$ cat src/rtl/uart_dbg_master_if.sv
// Peripheral register bus between uart_dbg_master and the register space.
//   waddr_o/data_o/sel_o/we_o : single write, we_o a one-cycle strobe
//   raddr_o/rd_o              : single read, rd_o a one-cycle strobe
//   data_i                    : read data, valid the cycle after rd_o
interface uart_dbg_master_if;
  logic [7:0]  waddr_o;
  logic [31:0] data_o;
  logic [3:0]  sel_o;
  logic        we_o;
  logic [7:0]  raddr_o;
  logic        rd_o;
  logic [31:0] data_i;

  modport master (output waddr_o, data_o, sel_o, we_o, raddr_o, rd_o,
                  input  data_i);
  modport slave  (input  waddr_o, data_o, sel_o, we_o, raddr_o, rd_o,
                  output data_i);
endinterface

$ cat src/rtl/uart_dbg_master.sv
// UART-driven debug initiator for the peripheral register bus.
// Receives 'W' addr sel d0..d3 / 'R' addr frames on rx_pin, issues one bus
// write or read, answers with ACK (0x06), 4 read-data bytes, or NAK (0x15).
//   clk, rst  : system clock, synchronous active-high reset
//   rx_pin    : async serial in (idle high); tx_pin : serial out (idle high)
//   bus       : register bus master port (see uart_dbg_master_if)
//   busy_o    : command FSM away from S_CMD or transmitter active
//   err_o     : one-cycle pulse on framing error, bad command, timeout
module uart_dbg_master #(
  parameter logic [15:0] BAUD_DIV    = 16'd434,
  parameter logic [31:0] TIMEOUT_CYC = 32'd1000000
) (
  input  logic              clk,
  input  logic              rst,
  input  logic              rx_pin,
  output logic              tx_pin,
  uart_dbg_master_if.master bus,
  output logic              busy_o,
  output logic              err_o
);

  localparam logic [15:0] BAUD_M1 = BAUD_DIV - 16'd1;
  localparam logic [15:0] HALF_M1 = (BAUD_DIV >> 1) - 16'd1;
  localparam logic [31:0] TO_M1   = TIMEOUT_CYC - 32'd1;
  localparam logic [7:0]  CMD_W   = 8'h57;
  localparam logic [7:0]  CMD_R   = 8'h52;
  localparam logic [7:0]  ACK     = 8'h06;
  localparam logic [7:0]  NAK     = 8'h15;

  typedef enum logic [2:0] {R_IDLE, R_START, R_DATA, R_STOP, R_WAIT} rx_st_e;
  typedef enum logic [2:0] {S_CMD, S_ADDR, S_SEL, S_DATA,
                            S_WR, S_RD, S_CAP, S_RESP} st_e;

  // ---------------- RX ----------------
  logic        rx_s1_q, rx_s2_q;
  rx_st_e      rx_st_q;
  logic [15:0] rx_cnt_q;
  logic [2:0]  rx_bit_q;
  logic [7:0]  rx_sh_q;
  logic        rx_vld_q, rx_ferr_q;

  always_ff @(posedge clk) begin
    if (rst) begin
      rx_s1_q   <= 1'b1;
      rx_s2_q   <= 1'b1;
      rx_st_q   <= R_IDLE;
      rx_cnt_q  <= '0;
      rx_bit_q  <= '0;
      rx_sh_q   <= '0;
      rx_vld_q  <= 1'b0;
      rx_ferr_q <= 1'b0;
    end else begin
      rx_s1_q   <= rx_pin;
      rx_s2_q   <= rx_s1_q;
      rx_vld_q  <= 1'b0;
      rx_ferr_q <= 1'b0;
      case (rx_st_q)
        // Only armed while the line was high, so a low level here is a fall.
        R_IDLE: if (!rx_s2_q) begin
          rx_st_q  <= R_START;
          rx_cnt_q <= '0;
        end
        R_START: begin
          if (rx_cnt_q == HALF_M1) begin
            rx_cnt_q <= '0;
            rx_bit_q <= '0;
            rx_st_q  <= rx_s2_q ? R_IDLE : R_DATA;  // high again: glitch
          end else rx_cnt_q <= rx_cnt_q + 16'd1;
        end
        R_DATA: begin
          if (rx_cnt_q == BAUD_M1) begin
            rx_cnt_q <= '0;
            rx_sh_q  <= {rx_s2_q, rx_sh_q[7:1]};
            rx_bit_q <= rx_bit_q + 3'd1;
            if (rx_bit_q == 3'd7) rx_st_q <= R_STOP;
          end else rx_cnt_q <= rx_cnt_q + 16'd1;
        end
        R_STOP: begin
          if (rx_cnt_q == BAUD_M1) begin
            rx_cnt_q <= '0;
            if (rx_s2_q) begin
              rx_vld_q <= 1'b1;
              rx_st_q  <= R_IDLE;
            end else begin
              rx_ferr_q <= 1'b1;
              rx_st_q   <= R_WAIT;
            end
          end else rx_cnt_q <= rx_cnt_q + 16'd1;
        end
        R_WAIT:  if (rx_s2_q) rx_st_q <= R_IDLE;
        default: rx_st_q <= R_IDLE;
      endcase
    end
  end

  // ---------------- TX ----------------
  logic        tx_q, tx_busy_q;
  logic [8:0]  tx_sh_q;   // remaining data bits + stop bit
  logic [15:0] tx_cnt_q;
  logic [3:0]  tx_bit_q;  // 0 = start, 1..8 = data, 9 = stop
  logic        tx_end, tx_rdy, tx_ld_d;
  logic [7:0]  tx_byte_d;

  // A new byte may load in the last cycle of the stop bit: no idle gap.
  assign tx_end = tx_busy_q && (tx_cnt_q == BAUD_M1) && (tx_bit_q == 4'd9);
  assign tx_rdy = !tx_busy_q || tx_end;

  always_ff @(posedge clk) begin
    if (rst) begin
      tx_q      <= 1'b1;
      tx_busy_q <= 1'b0;
      tx_sh_q   <= '1;
      tx_cnt_q  <= '0;
      tx_bit_q  <= '0;
    end else if (tx_ld_d) begin
      tx_q      <= 1'b0;
      tx_sh_q   <= {1'b1, tx_byte_d};
      tx_cnt_q  <= '0;
      tx_bit_q  <= '0;
      tx_busy_q <= 1'b1;
    end else if (tx_busy_q) begin
      if (tx_cnt_q == BAUD_M1) begin
        tx_cnt_q <= '0;
        if (tx_bit_q == 4'd9) begin
          tx_busy_q <= 1'b0;
          tx_q      <= 1'b1;
        end else begin
          tx_q     <= tx_sh_q[0];
          tx_sh_q  <= {1'b1, tx_sh_q[8:1]};
          tx_bit_q <= tx_bit_q + 4'd1;
        end
      end else tx_cnt_q <= tx_cnt_q + 16'd1;
    end
  end

  // ---------------- command FSM ----------------
  st_e         st_q;
  logic        is_wr_q, we_q, rd_q, err_q;
  logic [7:0]  waddr_q, raddr_q;
  logic [3:0]  sel_q;
  logic [31:0] data_q;
  logic [23:0] resp_q;      // read bytes still to send, LSB next
  logic [1:0]  resp_cnt_q;
  logic [1:0]  bcnt_q;
  logic [31:0] to_q;

  // The first reply byte is launched straight from the decoding state so
  // tx_pin falls in the following cycle; the TX is always idle there.
  always_comb begin
    tx_ld_d   = 1'b0;
    tx_byte_d = 8'h00;
    case (st_q)
      S_CMD: if (rx_vld_q && rx_sh_q != CMD_W && rx_sh_q != CMD_R) begin
        tx_ld_d   = 1'b1;
        tx_byte_d = NAK;
      end
      S_WR: begin
        tx_ld_d   = 1'b1;
        tx_byte_d = ACK;
      end
      S_CAP: begin
        tx_ld_d   = 1'b1;
        tx_byte_d = bus.data_i[7:0];
      end
      S_RESP: if (resp_cnt_q != 2'd0 && tx_rdy) begin
        tx_ld_d   = 1'b1;
        tx_byte_d = resp_q[7:0];
      end
      default: ;
    endcase
  end

  always_ff @(posedge clk) begin
    if (rst) begin
      st_q       <= S_CMD;
      is_wr_q    <= 1'b0;
      we_q       <= 1'b0;
      rd_q       <= 1'b0;
      err_q      <= 1'b0;
      waddr_q    <= '0;
      raddr_q    <= '0;
      sel_q      <= '0;
      data_q     <= '0;
      resp_q     <= '0;
      resp_cnt_q <= '0;
      bcnt_q     <= '0;
      to_q       <= '0;
    end else begin
      we_q  <= 1'b0;
      rd_q  <= 1'b0;
      err_q <= rx_ferr_q;
      case (st_q)
        S_CMD: begin
          to_q   <= '0;
          bcnt_q <= '0;
          if (rx_vld_q) begin
            if (rx_sh_q == CMD_W) begin
              is_wr_q <= 1'b1;
              st_q    <= S_ADDR;
            end else if (rx_sh_q == CMD_R) begin
              is_wr_q <= 1'b0;
              st_q    <= S_ADDR;
            end else begin
              err_q      <= 1'b1;
              resp_cnt_q <= '0;
              st_q       <= S_RESP;
            end
          end
        end
        S_ADDR, S_SEL, S_DATA: begin
          // rx_valid beats a coinciding timeout expiry.
          if (rx_ferr_q) st_q <= S_CMD;
          else if (rx_vld_q) begin
            to_q <= '0;
            if (st_q == S_ADDR) begin
              if (is_wr_q) begin
                waddr_q <= rx_sh_q;
                st_q    <= S_SEL;
              end else begin
                raddr_q <= rx_sh_q;
                rd_q    <= 1'b1;   // high during S_RD
                st_q    <= S_RD;
              end
            end else if (st_q == S_SEL) begin
              sel_q <= rx_sh_q[3:0];
              st_q  <= S_DATA;
            end else begin
              data_q <= {rx_sh_q, data_q[31:8]};
              bcnt_q <= bcnt_q + 2'd1;
              if (bcnt_q == 2'd3) begin
                we_q <= 1'b1;      // high during S_WR
                st_q <= S_WR;
              end
            end
          end else if (to_q == TO_M1) begin
            err_q <= 1'b1;
            st_q  <= S_CMD;
          end else to_q <= to_q + 32'd1;
        end
        S_WR: begin
          resp_cnt_q <= '0;
          st_q       <= S_RESP;
        end
        S_RD: st_q <= S_CAP;
        S_CAP: begin
          resp_q     <= bus.data_i[31:8];
          resp_cnt_q <= 2'd3;
          st_q       <= S_RESP;
        end
        S_RESP: begin
          if (tx_ld_d) begin
            resp_q     <= {8'h00, resp_q[23:8]};
            resp_cnt_q <= resp_cnt_q - 2'd1;
          end else if (resp_cnt_q == 2'd0 && !tx_busy_q) st_q <= S_CMD;
        end
        default: st_q <= S_CMD;
      endcase
    end
  end

  assign tx_pin      = tx_q;
  assign busy_o      = (st_q != S_CMD) || tx_busy_q;
  assign err_o       = err_q;
  assign bus.waddr_o = waddr_q;
  assign bus.raddr_o = raddr_q;
  assign bus.sel_o   = sel_q;
  assign bus.data_o  = data_q;
  assign bus.we_o    = we_q;
  assign bus.rd_o    = rd_q;

endmodule

$ cat src/flat_wrapper.sv
// flat-port wrapper written by rule: the top's interface ports become plain ports
module uart_dbg_master_flat 
#(
  parameter logic [15:0] BAUD_DIV    = 16'd434,
  parameter logic [31:0] TIMEOUT_CYC = 32'd1000000
)
  (clk, rst, rx_pin, tx_pin, busy_o, err_o, bus_waddr_o, bus_data_o, bus_sel_o, bus_we_o, bus_raddr_o, bus_rd_o, bus_data_i);
  uart_dbg_master_if bus_i ();
  input  logic clk;
  input  logic rst;
  input  logic rx_pin;
  output logic tx_pin;
  output logic busy_o;
  output logic err_o;
  output wire logic [$bits(bus_i.waddr_o)-1:0] bus_waddr_o;
  output wire logic [$bits(bus_i.data_o)-1:0] bus_data_o;
  output wire logic [$bits(bus_i.sel_o)-1:0] bus_sel_o;
  output wire logic [$bits(bus_i.we_o)-1:0] bus_we_o;
  output wire logic [$bits(bus_i.raddr_o)-1:0] bus_raddr_o;
  output wire logic [$bits(bus_i.rd_o)-1:0] bus_rd_o;
  input wire logic [$bits(bus_i.data_i)-1:0] bus_data_i;
  assign bus_waddr_o = bus_i.waddr_o;
  assign bus_data_o = bus_i.data_o;
  assign bus_sel_o = bus_i.sel_o;
  assign bus_we_o = bus_i.we_o;
  assign bus_raddr_o = bus_i.raddr_o;
  assign bus_rd_o = bus_i.rd_o;
  assign bus_i.data_i = bus_data_i;
  uart_dbg_master #(.BAUD_DIV(BAUD_DIV), .TIMEOUT_CYC(TIMEOUT_CYC)) u_core (.clk(clk), .rst(rst), .rx_pin(rx_pin), .tx_pin(tx_pin), .bus(bus_i), .busy_o(busy_o), .err_o(err_o));
endmodule
$ cat config.mk
export PLATFORM = sky130hd
export DESIGN_NAME = uart_dbg_master_flat
export DESIGN_NICKNAME = d
export VERILOG_FILES = /design/src/rtl/uart_dbg_master_if.sv /design/src/rtl/uart_dbg_master.sv /design/src/flat_wrapper.sv
export SDC_FILE = /design/constraint.sdc
export NUM_CORES = 1
export LEC_CHECK = 0
export ABC_AREA = 1
export CORE_ASPECT_RATIO = 0.9
export CORE_MARGIN = 2
export CORE_UTILIZATION = 50
export CTS_CLUSTER_DIAMETER = 200
export DETAILED_ROUTE_END_ITERATION = 8
export DONT_BUFFER_PORTS = 1
export GPL_ROUTABILITY_DRIVEN = 0
export GPL_TIMING_DRIVEN = 0
export PLACE_DENSITY = 0.62
export RECOVER_POWER = 100
export SLEW_MARGIN = 10
export SYNTH_ARGS = -nofsm -noshare
export SYNTH_HDL_FRONTEND = slang
export SYNTH_SLANG_ARGS = --single-unit
$ cat constraint.sdc
create_clock -name clk -period 4.3 [get_ports clk]
set_input_delay 1.075 -clock clk [delete_from_list [all_inputs] [get_ports clk]]
set_output_delay 1.075 -clock clk [all_outputs]
set_load 0.02 [all_outputs]
# Word-level counts from Yosys, hierarchy flattened

Cells that the tools add are included.

Register bits after elaboration: 183
Input bits: 35
Output and inout bits: 57
Word-level logic and storage cells: 207

Add/subtract/negate cells: 7
Equality and inequality tests: 42
Muxes and demuxes: 77
Bitwise operators: 9
Reduce and logical (&&, ||, !) cells: 46

Operators by type and width:

| kind                    | number |
|---|---|
| $mux W32                | 3 |
| $mux W16                | 4 |
| $pmux W32 S2            | 1 |
| $mux W3                 | 21 |
| $pmux W16 S3            | 1 |
| $pmux W24 S2            | 1 |
| $mux W8                 | 5 |
| $reduce_and A5 Y1       | 7 |
| $add A16 B1 Y16 const B | 2 |
| $add A32 B1 Y32 const B | 1 |
| $eq A16 B9 Y1 const B   | 2 |
| $eq A32 B20 Y1 const B  | 1 |
| $pmux W8 S4             | 1 |
| $pmux W3 S5             | 2 |
| $mux W24                | 1 |
| $mux W1                 | 22 |
| $ne A2 B1 Y1 const B    | 10 |
| $eq A3 B3 Y1 const B    | 6 |
| $mux W2                 | 9 |
| $eq A16 B8 Y1 const B   | 1 |
| $eq A8 B7 Y1 const B    | 2 |
| $ne A8 B7 Y1 const B    | 2 |
| $reduce_and A3 Y1       | 5 |
| $ne A2 B2 Y1 const B    | 7 |
| other kinds (32)        | 64 |

# Logic depth before layout (Yosys ltp)

Word-level depth: 9
Gate-level depth with buffers: 12
Gate-level depth less buffers: 12

# Worst setup path before layout

No wires, ideal clock.

Path kind: input -> register
From: input rst
To: register u_core.raddr_q[3] (netlist: u_core.bus.raddr_o[3])
Setup time: 0.070 ns
Arrival: 1.969 ns
Required time: 4.230 ns
Slack: 2.262 ns
Stages on the path: 6
Path buffers: 3
Path through: clkbuf_1 > inv_1 > buf_2 > clkbuf_1 > o21ai_0 > a21oi_1

RTL lines:

| element              | RTL line               | RTL |
|---|---|---|
| from (decl)          | flat_wrapper.sv:10     | `input logic rst;` |
| to (signal assigned) | uart_dbg_master.sv:220 | `raddr_q <= rx_sh_q;` |
| to (decl)            | uart_dbg_master.sv:139 | `logic [7:0] waddr_q, raddr_q;` |

# Worst setup path in the final report

From: register u_core.to_q[0]
To: register u_core.to_q[23]

Word-level cells in the longest chain between the ends: 5
Elaborated cells on any way between the ends: 8
Classes of those cells: 1 x add/sub; 2 x eq/ne; 4 x mux; 1 x reduce/logical

RTL lines:

| element                | RTL line               | RTL |
|---|---|---|
| from (decl)            | uart_dbg_master.sv:145 | `logic [31:0] to_q;` |
| from (signal assigned) | uart_dbg_master.sv:238 | `end else to_q <= to_q + 32'd1;` |
| $add A32 B1 Y32        | uart_dbg_master.sv:238 |  |
| $mux W32               | uart_dbg_master.sv:235 | `end else if (to_q == TO_M1) begin` |
| $mux W32               | uart_dbg_master.sv:213 | `else if (rx_vld_q) begin` |
| $mux W32               | uart_dbg_master.sv:212 | `if (rx_ferr_q) st_q <= S_CMD;` |
| $pmux W32 S2           | uart_dbg_master.sv:192 | `case (st_q)` |

Parallel ways exist; a longest one is shown, timed or not. The select of a mux whose other input is x is not followed.
A chain may end at the register's enable or synchronous reset.

==> impl_metrics.py <==
metrics = {
    "floorplan": {
        "die_h_um": 133,
        "rows": 47,
        "ios": 92,
        "start_util_pct": 50.8,
        "die_w_um": 148,
        "dieArea_um2": 19700,
        "fp.coreArea_um2": 18300,
    },
    "logic_synthesis": {
        "synth_top_area_share_pct": 39.5,
        "avgSynthCellArea_um2": 6.73,
        "netlist_area_um2": 9280,
        "netlist_instances": 1380,
        "synth_top_area_cell": "dfxtp_1",
        "synth_ff_type": "dfxtp_1",
        "synth_edf_count": 0,
        "ys_seq_area_share_pct": 39.5,
        "ys_types": 47,
        "synth_warnings": 0,
        "synth-seq-cells": 183,
        "syn-num-nets": 1427,
        "synth_area_leaders": "dfxtp_1, nand2_1, nor2_1",
        "async_reset_ff_share_pct": 0,
    },
    "detailed_routing": {
        "first_iter_violations": 432,
        "drc": 0,
        "vias": 8700,
        "drt_wl_total_um": 24800,
        "ant_nets": 0,
        "first_pass_iters": 5,
        "avgRoutedWirePerCell_um": 15.0,
        "vias_per_cell": 5.25,
    },
    "sta": {
        "setup_violations": 0,
        "finClkSkew_ns": 0.0129,
        "rsz0062_at_grt": "false",
        "finalWorstSetupSlack_ns": 1.52,
        "worst_pin_slew_ns": 0.841,
        "max_slew_margin_pct": 43.9,
        "finalHoldViolations": 0,
        "clock.fmax_mhz": 359,
        "setup_tns_ns": 0,
        "fin_crit_sh_pct": 64.7,
        "holdWs_ns": 0.421,
        "drv_slew": 0,
        "min_period_ns": 2.78,
    },
    "finish": {
        "fin_area_um2": 10100,
        "fin_util_pct": 55.2,
        "nets": 1446,
        "diodes": 0,
        "layout-drive-gt1-share_pct": 6.66,
        "syn_to_final_growth_pct": 8.81,
    },
    "clock_tree": {
        "cts-root-buf": "clkbuf_16",
        "ctsResizeCount": 0,
        "post-cts-setup-buffer-count": 0,
        "postCtsHoldBufs": 0,
        "cts_tree": "done",
        "cts_buffers": 17,
        "clk_latency_ns": 0.44,
        "cts_buffer_depth": 2,
        "cts.clk_slew.worst_paths_ns": 0.08,
        "cts_sinks": 183,
        "ctsHtreeMaxLevel": 4,
    },
    "setup_path": {
        "end_kind": "register",
        "cp_max_fo": 10,
        "critPathArrivalTime_ns": 3.14,
        "cp-start-kind": "register",
        "regToRegSetupSlack_ns": 1.52,
        "worstSetupPathType": "register to register",
        "worstPathRequired_ns": 4.66,
    },
    "hold_path": {
        "min_path_type": "register to register",
    },
    "grt": {
        "grt_overflow": 0,
        "grt_pass1_vias": 8189,
        "track_usage_pct": 25.6,
        "grt_start_max_net_pins": 23,
        "grt_pass1_wl_um": 40800,
        "antenna_found_initial": 0,
    },
    "pwr": {
        "p_leak_uw": 0.00392,
        "p_per_area_nw_per_um2": 443,
        "vdd_drop_max_mv": 0.250,
    },
    "placement": {
        "placed_area_um2": 9590,
        "io_buffers": 0,
        "dp_hpwl_um": 18700,
        "place_ws_ns": 1.55,
    },
    "job": {
        "maxCapViolations": 0,
    },
    "outcome": {
        "run_status": "complete, no violations",
    },
}
## kinds of logic after synthesis
kind of cell               after synthesis  share of synthesized area, %
muxes                                   16                          1.94
and+or+nand+nor                        741                          35.1
xor gates and xnor gates                11                          1.04
DFF                                    183                          39.5
adders and majority gates               12                          1.62
AOI/OAI and AO/OA                      213                          12.0
buffers and inverters                  204                          8.90
## flip-flops by register name, indices dropped and copies added (netlist names), 3 cells and up
register,flops
u_core.tx_cnt_q,16
u_core.rx_st_q,3
u_core.tx_sh_q,8
u_core.bus.raddr_o,8
u_core.bus.waddr_o,8
u_core.to_q,32
u_core.rx_bit_q,3
u_core.bus.data_o,32
u_core.resp_q,24
u_core.st_q,3
u_core.bus.sel_o,4
u_core.rx_sh_q,8
u_core.tx_bit_q,4
u_core.rx_cnt_q,16
## layout make-up
cell class	instances	area, µm²
Clock buffer	17	425
Tap cell	245	307
Inverter	156	589
Clock inverter	15	204
Buffer	48	196
Multi-Input combinational cell	993	4720
Sequential cell	183	3660
Fill cell	1901	8190
## worst max-delay path, stage by stage, from the launching register on
cell	delay [ns]
dfxtp_1	0.45
ha_1	0.24
nand3_1	0.18
nor2_1	0.44
nand3_2	0.11
nor2_1	0.13
nand3_1	0.22
nand2_1	0.24
clkbuf_1	0.43
nand2_1	0.10
a21oi_1	0.16
## path summary, 6_finish.rpt
path                  startpoint               to  cells past startpoint
setup / recovery  u_core.to_q[0]  u_core.to_q[23]                     10
hold / removal    u_core.rx_s1_q   u_core.rx_s2_q                      1
setup reg to reg  u_core.to_q[0]  u_core.to_q[23]                     10
hold reg to reg   u_core.rx_s1_q   u_core.rx_s2_q                      1
## synth_stat cells, drive strengths merged (2+ instances only)
cell type,n
a21oi,109
buf,24
clkbuf,24
dfxtp,183
ha,12
inv,155
mux2,16
nand2,314
nand3,132
nand3b,5
nand4,27
nor2,216
nor3,33
nor3b,4
o211ai,2
o21ai,94
o21bai,3
or2,7
xnor2,3
xor2,8
## metrics by stage
step	total power [µW]	std cells
2_1_floorplan	2660	1380
3_3_place_gp	2910	1625
3_5_place_dp	2910	1625
4_1_cts	4550	1657
5_1_grt	4720	1657
6_report	4470	1657
## cell usage in the layout (no fill, tap or decap), types with 5 or more instances in the layout
cell / n
nand4_1: 26
nand2_1: 308
a21oi_1: 108
inv_1: 146
nand2_2: 5
xor2_1: 8
dfxtp_1: 183
inv_2: 8
clkbuf_16: 17
nand3_1: 129
o21ai_0: 91
nand3b_1: 5
mux2_2: 16
buf_2: 7
nor3_1: 30
clkbuf_1: 39
ha_1: 12
or2_2: 7
clkinv_8: 5
nor2_1: 211
## power by group
part / leakage, µW / internal (µW) / switching (µW)
sequential: 0.00148 / 1800 / 79.3
combinational: 0.00214 / 272 / 683
clock: 0.000303 / 811 / 827
## layer usage
| metal | wire length, µm | vias to the layer above | global-route usage [%] |
|---|---|---|---|
| met2 | 11200 | 201 | 40.7 |
| li1 | - | 4522 | - |
| met4 | 351 | 0 | 6.14 |
| met5 | 0 | - | 0 |
| met1 | 11800 | 3948 | 35.1 |
| met3 | 1550 | 29 | 6.37 |
(Power assumes the default switching activity.)
